==> src/rtl/key_hold_pkg.sv <==
// Shared types and constants for the multi-channel key hold timer.
package key_hold_pkg;

    typedef enum logic {
        IDLE = 1'b0,
        HOLD = 1'b1
    } ch_state_t;

    localparam int EVT_CNT_W     = 4;
    localparam int DEF_HOLD_BASE = 38_000_000;

endpackage

==> src/rtl/hold_period_div.sv <==
// Iterative restoring divider: HOLD_BASE / den, one quotient bit per cycle, CNT_W cycles.
// done and quo are combinational on the final iteration so the caller can latch on the same edge.
module hold_period_div
    import key_hold_pkg::*;
#(
    parameter int CNT_W     = 32,
    parameter int SPEED_W   = 5,
    parameter int HOLD_BASE = DEF_HOLD_BASE
) (
    input  logic               clock,
    input  logic               resetn,
    input  logic               start,
    input  logic [SPEED_W-1:0] den,
    output logic               busy,
    output logic               done,
    output logic [CNT_W-1:0]   quo,
    output logic [SPEED_W-1:0] den_q
);

    localparam int STEP_W = $clog2(CNT_W);

    logic [STEP_W-1:0]  step;
    logic [SPEED_W-1:0] rem;
    logic [CNT_W-1:0]   quo_r;
    logic [SPEED_W-1:0] den_r;
    logic [SPEED_W:0]   rem_sh;
    logic [SPEED_W-1:0] diff;
    logic               ge;
    logic [SPEED_W-1:0] rem_nx;
    logic [CNT_W-1:0]   quo_nx;

    // The remainder never reaches den, so SPEED_W bits suffice and the subtraction can wrap safely.
    always_comb begin
        rem_sh = {rem, quo_r[CNT_W-1]};
        ge     = rem_sh >= {1'b0, den_r};
        diff   = rem_sh[SPEED_W-1:0] - den_r;
        rem_nx = ge ? diff : rem_sh[SPEED_W-1:0];
        quo_nx = {quo_r[CNT_W-2:0], ge};
    end

    always_ff @(posedge clock) begin
        if (!resetn) begin
            busy  <= 1'b0;
            step  <= '0;
            rem   <= '0;
            quo_r <= '0;
            den_r <= SPEED_W'(1);
        end else if (!busy) begin
            if (start) begin
                busy  <= 1'b1;
                step  <= STEP_W'(CNT_W - 1);
                rem   <= '0;
                quo_r <= CNT_W'(HOLD_BASE);
                den_r <= den;
            end
        end else begin
            rem   <= rem_nx;
            quo_r <= quo_nx;
            step  <= step - STEP_W'(1);
            if (step == '0) busy <= 1'b0;
        end
    end

    assign done  = busy && (step == '0);
    assign quo   = quo_nx;
    assign den_q = den_r;

endmodule

==> src/rtl/key_hold_timer.sv <==
// Multi-channel key hold timer: each key event holds its channel high for HOLD_BASE/speedup cycles.
// Optional AUTOREPEAT_EN: a channel whose key_level stays high re-arms and re-fires at expiry.
module key_hold_timer
    import key_hold_pkg::*;
#(
    parameter int  NUM_CH    = 4,
    parameter int  CNT_W     = 32,
    parameter int  SPEED_W   = 5,
    parameter int  HOLD_BASE = DEF_HOLD_BASE,
    localparam int CH_W      = (NUM_CH > 1) ? $clog2(NUM_CH) : 1
) (
    input  logic                        clock,
    input  logic                        resetn,
    input  logic                        key_valid,
    input  logic [CH_W-1:0]             key_ch,
    input  logic [NUM_CH-1:0]           key_level,
    input  logic [SPEED_W-1:0]          speedup,
    output logic [NUM_CH-1:0]           hold,
    output logic [NUM_CH-1:0]           fire,
    output logic [EVT_CNT_W*NUM_CH-1:0] event_cnt,
    output logic [CNT_W-1:0]            period,
    output logic                        div_busy
);

    logic [SPEED_W-1:0] eff_speed;
    logic [SPEED_W-1:0] speedup_q;
    logic               div_start;
    logic               div_done;
    logic [CNT_W-1:0]   div_quo;
    logic [SPEED_W-1:0] div_den;

    assign eff_speed = (speedup == '0) ? SPEED_W'(1) : speedup;
    assign div_start = !div_busy && (eff_speed != speedup_q);

    hold_period_div #(
        .CNT_W    (CNT_W),
        .SPEED_W  (SPEED_W),
        .HOLD_BASE(HOLD_BASE)
    ) u_div (
        .clock (clock),
        .resetn(resetn),
        .start (div_start),
        .den   (eff_speed),
        .busy  (div_busy),
        .done  (div_done),
        .quo   (div_quo),
        .den_q (div_den)
    );

    // A zero quotient would give a zero-length hold, so clamp to one cycle.
    always_ff @(posedge clock) begin
        if (!resetn) begin
            period    <= CNT_W'(HOLD_BASE);
            speedup_q <= SPEED_W'(1);
        end else if (div_done) begin
            period    <= (div_quo == '0) ? CNT_W'(1) : div_quo;
            speedup_q <= div_den;
        end
    end

`ifndef AUTOREPEAT_EN
    logic unused_key_level;
    assign unused_key_level = ^key_level;
`endif

    for (genvar i = 0; i < NUM_CH; i++) begin : g_ch
        ch_state_t            st, st_nx;
        logic [CNT_W-1:0]     cnt, cnt_nx;
        logic [EVT_CNT_W-1:0] ec, ec_nx;
        logic                 fire_q, fire_nx;
        logic                 ev;

        assign ev = key_valid && (key_ch == CH_W'(i));

        always_ff @(posedge clock) begin
            if (!resetn) begin
                st     <= IDLE;
                cnt    <= '0;
                ec     <= '0;
                fire_q <= 1'b0;
            end else begin
                st     <= st_nx;
                cnt    <= cnt_nx;
                ec     <= ec_nx;
                fire_q <= fire_nx;
            end
        end

        always_comb begin
            st_nx   = st;
            cnt_nx  = cnt;
            ec_nx   = ec;
            fire_nx = 1'b0;
            case (st)
                IDLE: begin
                    if (ev) begin
                        st_nx   = HOLD;
                        cnt_nx  = period - CNT_W'(1);
                        ec_nx   = ec + EVT_CNT_W'(1);
                        fire_nx = 1'b1;
                    end
                end
                HOLD: begin
                    // A retrigger landing on the expiry cycle wins, so hold never glitches low.
                    if (ev) begin
                        cnt_nx = period - CNT_W'(1);
                        ec_nx  = ec + EVT_CNT_W'(1);
                    end else if (cnt != '0) begin
                        cnt_nx = cnt - CNT_W'(1);
                    end else begin
`ifdef AUTOREPEAT_EN
                        if (key_level[i]) begin
                            cnt_nx  = period - CNT_W'(1);
                            fire_nx = 1'b1;
                        end else begin
                            st_nx = IDLE;
                        end
`else
                        st_nx = IDLE;
`endif
                    end
                end
                default: st_nx = IDLE;
            endcase
        end

        assign hold[i]                          = (st == HOLD);
        assign fire[i]                          = fire_q;
        assign event_cnt[i*EVT_CNT_W+:EVT_CNT_W] = ec;
    end

endmodule
==> config.mk <==
export PLATFORM = sky130hd
export DESIGN_NAME = key_hold_timer
export DESIGN_NICKNAME = d
export VERILOG_FILES = /design/src/rtl/key_hold_pkg.sv /design/src/rtl/hold_period_div.sv /design/src/rtl/key_hold_timer.sv
export SDC_FILE = /design/constraint.sdc
export NUM_CORES = 1
export LEC_CHECK = 0
export CORE_MARGIN = 2
export CORE_UTILIZATION = 56
export CTS_BUF_LIST = sky130_fd_sc_hd__clkbuf_4
export DETAILED_ROUTE_END_ITERATION = 7
export PLACE_DENSITY = 0.79
export RECOVER_POWER = 100
export SYNTH_ARGS = -nofsm -noshare
export SYNTH_HDL_FRONTEND = slang
export SYNTH_SLANG_ARGS = --single-unit
export TNS_END_PERCENT = 100
==> constraint.sdc <==
create_clock -name clock -period 2.84 [get_ports clock]
set_clock_uncertainty 0.15 [all_clocks]
set_input_delay 0.568 -clock clock [delete_from_list [all_inputs] [get_ports clock]]
set_output_delay 0.568 -clock clock [all_outputs]
set_load 0.01 [all_outputs]
# == Word-level counts from Yosys, hierarchy flattened ==
# Index checks and enable logic that the tools add are counted.
# totals
elab_cells,126
inputBits,14
register_bits,237
# op_classes
order_cmp,1
addsub,11
n_reduce_logical,25
eq_ne,12
bitwise_logic,6
muxes,48
# op_table
op,n
two-way mux 32 bit,15
one-hot mux 32 bit (2 select lines),4
subtractor 32 x 1 -> 32 bit (second input constant),5
nonzero test 32 bit,4
logical NOT 32 bit,1
two-way mux 5 bit,6
adder 4 x 1 -> 4 bit (second input constant),4
two-way mux 4 bit,4
two-way mux 1 bit,15
inequality test 3 x 1 -> 1 bit (second input constant),4
logical NOT 5 bit,2
AND reduction 2 bit,5
inequality test 2 bit (second input constant),4
one-hot mux 1 bit (2 select lines),4
OR reduction 2 bit,4
>= comparator 6 x 5 -> 1 bit,1
logical AND 1 bit,6
inverter 1 bit,6
inequality test 5 bit,1
subtractor 5 x 1 -> 5 bit (second input constant),1
subtractor 5 bit,1
equality test 2 bit (second input constant),2
equality test 2 x 1 -> 1 bit (second input constant),1
logical NOT 2 bit,1
2 further kinds,2

# == Depth between registers and ports, before layout ==
# logic_depth
word_depth,6
mapped_depth,11

# == By module ==
# From an unflattened synthesis, not the netlist that was laid out.
# hier_totals
cells_unflattened,1662
hier_area_um2,13163.9
# by_module_without_submodules
mod,cells_each,seq_area_each_um2,instances,area_each_um2
key_hold_timer,1368,3783.6,1,10800.4
hold_period_div,294,960.9,1,2363.5

# == Least setup slack after synthesis ==
# No wires, ideal clock.
# synth_timing
kind,flip-flop to flip-flop
from,register g_ch[0].cnt[13]
to,register g_ch[0].cnt[25]
path_buffers,2
path_stages_with_launch,9
setup_ns,0.127
setup_slack_ns,-0.033
arrival_time_ns,2.596
path_cell_list,dfxtp_1 > or4_1 > buf_2 > or4_4 > or2_1 > buf_2 > or4_4 > o2111ai_1 > nand3_1
# synth_via
elab_chain_cells,4
elab_cells_between_ends,7
cone_classes,add/sub: 1; eq/ne: 1; mux: 3; reduce/logical: 2
# synth_lines
element,line,rtl
from (decl),key_hold_timer.sv:68,"logic [CNT_W-1:0] cnt, cnt_nx;"
from (signal assigned),key_hold_timer.sv:83,cnt <= cnt_nx;
subtractor 32 x 1 -> 32 bit,key_hold_timer.sv:109,cnt_nx = cnt - CNT_W'(1);
two-way mux 32 bit,key_hold_timer.sv:108,end else if (cnt != '0) begin
two-way mux 32 bit,key_hold_timer.sv:105,if (ev) begin
one-hot mux 32 bit (2 select lines),key_hold_timer.sv:94,case (st)
# Parallel ways exist; a longest one is shown, timed or not. The select of a mux whose other input is x is not followed.
# A chain may end at the register's enable or synchronous reset.

# == Worst setup path after layout ==
# layout_timing
from,register g_ch[0].cnt[18]
to,register g_ch[0].cnt[31]
# The elaborated chain is that of the path after synthesis.

==> summary.md <==
The multi-input combinational cells in the finished layout cover a total of 7040 um^2. By count the netlist is led by sky130_fd_sc_hd__dfxtp_1, sky130_fd_sc_hd__nand2_1, sky130_fd_sc_hd__nor2_1. The tools report the number of ports placed on the die boundary as 71. STA classifies the critical path endpoint as a register.

The run gives 3.22 ns as the data arrival time of the critical path. Sequential elements use 38.7% of the synthesized area. By instance count, the leading cell after synthesis is sky130_fd_sc_hd__dfxtp_1. The total setup violations reported at the end of the flow came out at 0. Setup total negative slack on the finished layout was measured at 0 ns. The synthesized netlist devotes 27.7% of its cell area to simple gates. At the later pin of the worst-skew pair, clock insertion delay measures 0.66 ns. The tools report the final net count as 1735. The floorplan step defined a die boundary enclosing 23100 um^2. In this run the worst path has a maximum fanout of 5. After clock tree synthesis, the clock-pin slew on the worst setup and hold paths is 0.06 ns. The worst-case IR drop observed on VDD is 0.000373 V.

Dominant synthesized flop cell: sky130_fd_sc_hd__dfxtp_1. Hold timing on the final database bottoms out at a slack of 0.212 ns. In this run the vertical extent of the chip is 152 um. TritonCTS built the clock tree. Summing every instance area after synthesis gives 12300 um^2.

The floorplan has 54 rows. The initial antenna violation count came out at 1. Global routing used 32.7% of the available tracks across all layers. The post-detailed-route via-to-cell ratio is 6.37, and the endpoint required time on the critical path is 3.27 ns.

The final number of max-transition violations is 0, and the time the final worst path needs with I/O delays and setup is 2.80 ns. The first detailed-routing pass ran for 6 iterations. The total nets after synthesis was 1550.

The slowest stage of the critical path belongs to the cell sky130_fd_sc_hd__or4_4. Actual slew at the worst max-slew pin: 1.08 ns. Critical path's largest stage delay: 0.57 ns.

Summed over its instances, the top area cell type makes up 38.7% of the synthesized netlist area. The part of the cycle the worst path needs is 98.5%, and the average wire per cell in the routed design is 19.3 um. Clock tree synthesis found a total of 237 sinks. The wire-length estimate of the detail-placed layout is 27.0 mm.

The total area inside the core boundary comes to 21700 um^2. The launching element type of the critical path is a register. In this run the mean area of a mapped cell was 8.10 um^2. The number of port buffers was 66. The signal on the critical path passes through or4_1 > or4_4 > or2_4 > or3_4 > or4_4 > o221ai_1. Counting flops with an async set or reset pin after synthesis yields a share of 0%. Power spread over the standard cell area amounts to 585 nW/um^2. Synthesis produced a netlist whose cell count is 1515. Number of hold buffers added after CTS: 0. Summed over all nets, wire length on met3 after detailed routing comes to 3.70 mm. The via count of the first global-routing pass is 12100. The fraction of synthesized cell area in xor and xnor cells was 4.28%; the count of buffer and inverter cells on the critical path was 0. On the critical path the largest part of the delay comes from simple AND/OR/NAND/NOR gates. For the aggregate global routing overflow, the log shows 0. Of the total synthesized cell area, the portion taken by full adders, half adders and majority gates is 2.20%.

The die width works out to 152 um. By area the synthesized netlist is led by sky130_fd_sc_hd__dfxtp_1, sky130_fd_sc_hd__nand2_1, sky130_fd_sc_hd__a21oi_1. Across the run, the number of max-cap violations was 0. The total vias in the final route is 12900. The flow ran to the end, and the final reports show no timing, DRC or antenna violations. The type of the worst min-delay path is in2reg.

The tools report the relative slew slack as 27.4%. By area, the combinational part of the netlist is dominated by simple AND/OR/NAND/NOR gates. Wire segments on met2 add up to 17.7 mm in the final route. CTS built an H-tree with a depth of 3. The logs give 0 for the total setup buffers inserted after CTS and 1270 for the violation count after the first detailed-routing iteration.

The final hold violation count is 0, and the area used by sequential logic in the layout is 4750 um^2. Setup repair after global routing could not meet its margin everywhere. The maximum achievable frequency was 357 MHz. In this run the static leakage power is 5.86 nW. The run gives 0 as the total DRC errors in the routed layout. The most numerous cell type found on the critical path is sky130_fd_sc_hd__or4_4. At the end of routability-driven placement, the weighted congestion stood at 0.962. Entering global routing, the biggest net connects 59 pins.

The final layout contains routed wiring with a total length of 39.0 mm. The first global-routing pass estimated 62.2 mm of wire. During synthesis, Yosys emitted a total of 0 warnings. The final standard cell count with taps included and fillers excluded was 2023; the total of flip-flops plus latches after synthesis was 237. Number of buffers created by CTS: 66.

The number of fill cells was 1864. The class of the most critical setup path was reg2reg. The synthesized netlist devotes 22.0% of its cell area to compound gates. Root buffer cell: sky130_fd_sc_hd__clkbuf_4. The detailed router used layers up to and including met4. Biggest area consumer among synthesized cells: sky130_fd_sc_hd__dfxtp_1. The buffer levels on the longest clock path came out at 3.

In the final routing, the length of wire on met1 measures 15.3 mm. The number of library cell types mapped by synthesis is 77. The initial utilization of the core area, before any placement, comes to 56.6%.

The run gives 0 as the post-route antenna net violation count. Counting tap cells, the placed design contains a total of 1912 instances. The number of flops mapped to enable cells by yosys is 0, and the signed area change from the synthesized netlist to the final layout is 20.4%. In the synthesized netlist, mux cells make up 1.03% of the area. In the final layout, the share of cells above drive strength 1 is 15.4%.
==> flip-flops by register name, indices dropped and copies added, names as in the netlist, 4 cells and up <==
| name | count |
|---|---|
| g_ch.cnt | 128 |
| speedup_q | 5 |
| u_div.quo_r | 32 |
| u_div.den_q | 5 |
| u_div.step | 5 |
| g_ch.ec | 16 |
| g_ch.fire_q | 4 |
| period | 32 |
| g_ch.st | 4 |
| u_div.rem | 5 |
==> repair_timing <==
action                     in CTS  in global routing
setup endpoints to repair       1                 14
pin swaps                       0                  5
resized for setup               1                 10
cloned                          0                  0
==> layout make-up <==
cell class,instances,share of cell area (%)
well taps,280,2.37
multi-input cells,1152,47.7
diodes,2,0.0339
flip-flops and latches,237,32.1
clock buffers,91,4.62
repair buffers,209,11.5
inverters,34,0.864
clock inverters,18,0.821
==> stage by stage <==
step	power [W]	worst slack, ns	utilization (%)	instance area [um^2]
floorplan	0.00494	0.00207	-	12300
global placement	0.00554	0.0159	64.8	14100
detailed placement	0.00559	0.0103	64.8	14100
CTS	0.00868	0.0102	68.5	14900
global route	0.00907	-0.00948	68.1	14800
finish	0.00865	0.0423	68.1	14800
==> cells by family after synthesis <==
group / Yosys count
AO/OA/AOI/OAI: 395
buffers and inverters: 126
adder cells (fa/ha/maj): 21
multiplexers: 12
XOR/XNOR: 60
flip-flops: 237
AND/OR/NAND/NOR: 664
==> power breakdown <==
part | switching [W] | internal [W]
Combinational | 0.00112 | 0.000726
Clock | 0.00143 | 0.00165
Sequential | 0.000202 | 0.00351
==> placed cells by master (no fill, tap or decap), types with 8 or more instances in the layout <==
master and count:
sky130_fd_sc_hd__xor2_1 39, sky130_fd_sc_hd__dfxtp_1 233, sky130_fd_sc_hd__a32o_1 9, sky130_fd_sc_hd__nor2_1 121, sky130_fd_sc_hd__nand2b_1 9, sky130_fd_sc_hd__a211oi_1 9, sky130_fd_sc_hd__nand2_1 152, sky130_fd_sc_hd__ha_1 20
sky130_fd_sc_hd__nand3_1 56, sky130_fd_sc_hd__buf_4 114, sky130_fd_sc_hd__nand4_1 26, sky130_fd_sc_hd__nor4_1 61, sky130_fd_sc_hd__clkbuf_1 18, sky130_fd_sc_hd__or3_1 39, sky130_fd_sc_hd__nor2b_1 13, sky130_fd_sc_hd__xnor2_1 21
sky130_fd_sc_hd__inv_1 31, sky130_fd_sc_hd__or2_2 12, sky130_fd_sc_hd__a21oi_1 95, sky130_fd_sc_hd__o21ai_1 13, sky130_fd_sc_hd__nor4b_1 8, sky130_fd_sc_hd__o31ai_1 9, sky130_fd_sc_hd__and3_1 8, sky130_fd_sc_hd__o211ai_1 17
sky130_fd_sc_hd__clkbuf_4 92, sky130_fd_sc_hd__a31oi_1 8, sky130_fd_sc_hd__o311ai_0 28, sky130_fd_sc_hd__o22ai_1 20, sky130_fd_sc_hd__clkinv_1 11, sky130_fd_sc_hd__a22o_1 47, sky130_fd_sc_hd__or4_1 24, sky130_fd_sc_hd__dlygate4sd3_1 59
sky130_fd_sc_hd__o21ai_0 75, sky130_fd_sc_hd__nor3_1 93
==> metal layers <==
metal / GRT usage, % / vias up
li1: - / 6084
met1: 40.9 / 5990
met2: 52.2 / 661
met3: 5.93 / 142
met4: 20.6 / 0
met5: 0 / -
==> worst register-to-register path: cells and delay by family, from the launching register on <==
| family | cells | cell delay [ns] |
|---|---|---|
| simple gates | 5 | 2.18 |
| flops | 1 | 0.32 |
| compound gates | 1 | 0.08 |
==> worst paths after layout <==
kind                           to  depth (start not counted)  slack (ns)            start
hold reg to reg   g_ch[2].cnt[26]                          2        0.32  g_ch[2].cnt[26]
setup reg to reg  g_ch[0].cnt[31]                          6        0.04  g_ch[0].cnt[18]
setup / recovery  g_ch[0].cnt[31]                          6        0.04  g_ch[0].cnt[18]
hold / removal         period[17]                          3        0.21           resetn
Power figures use the tool's default switching activity.
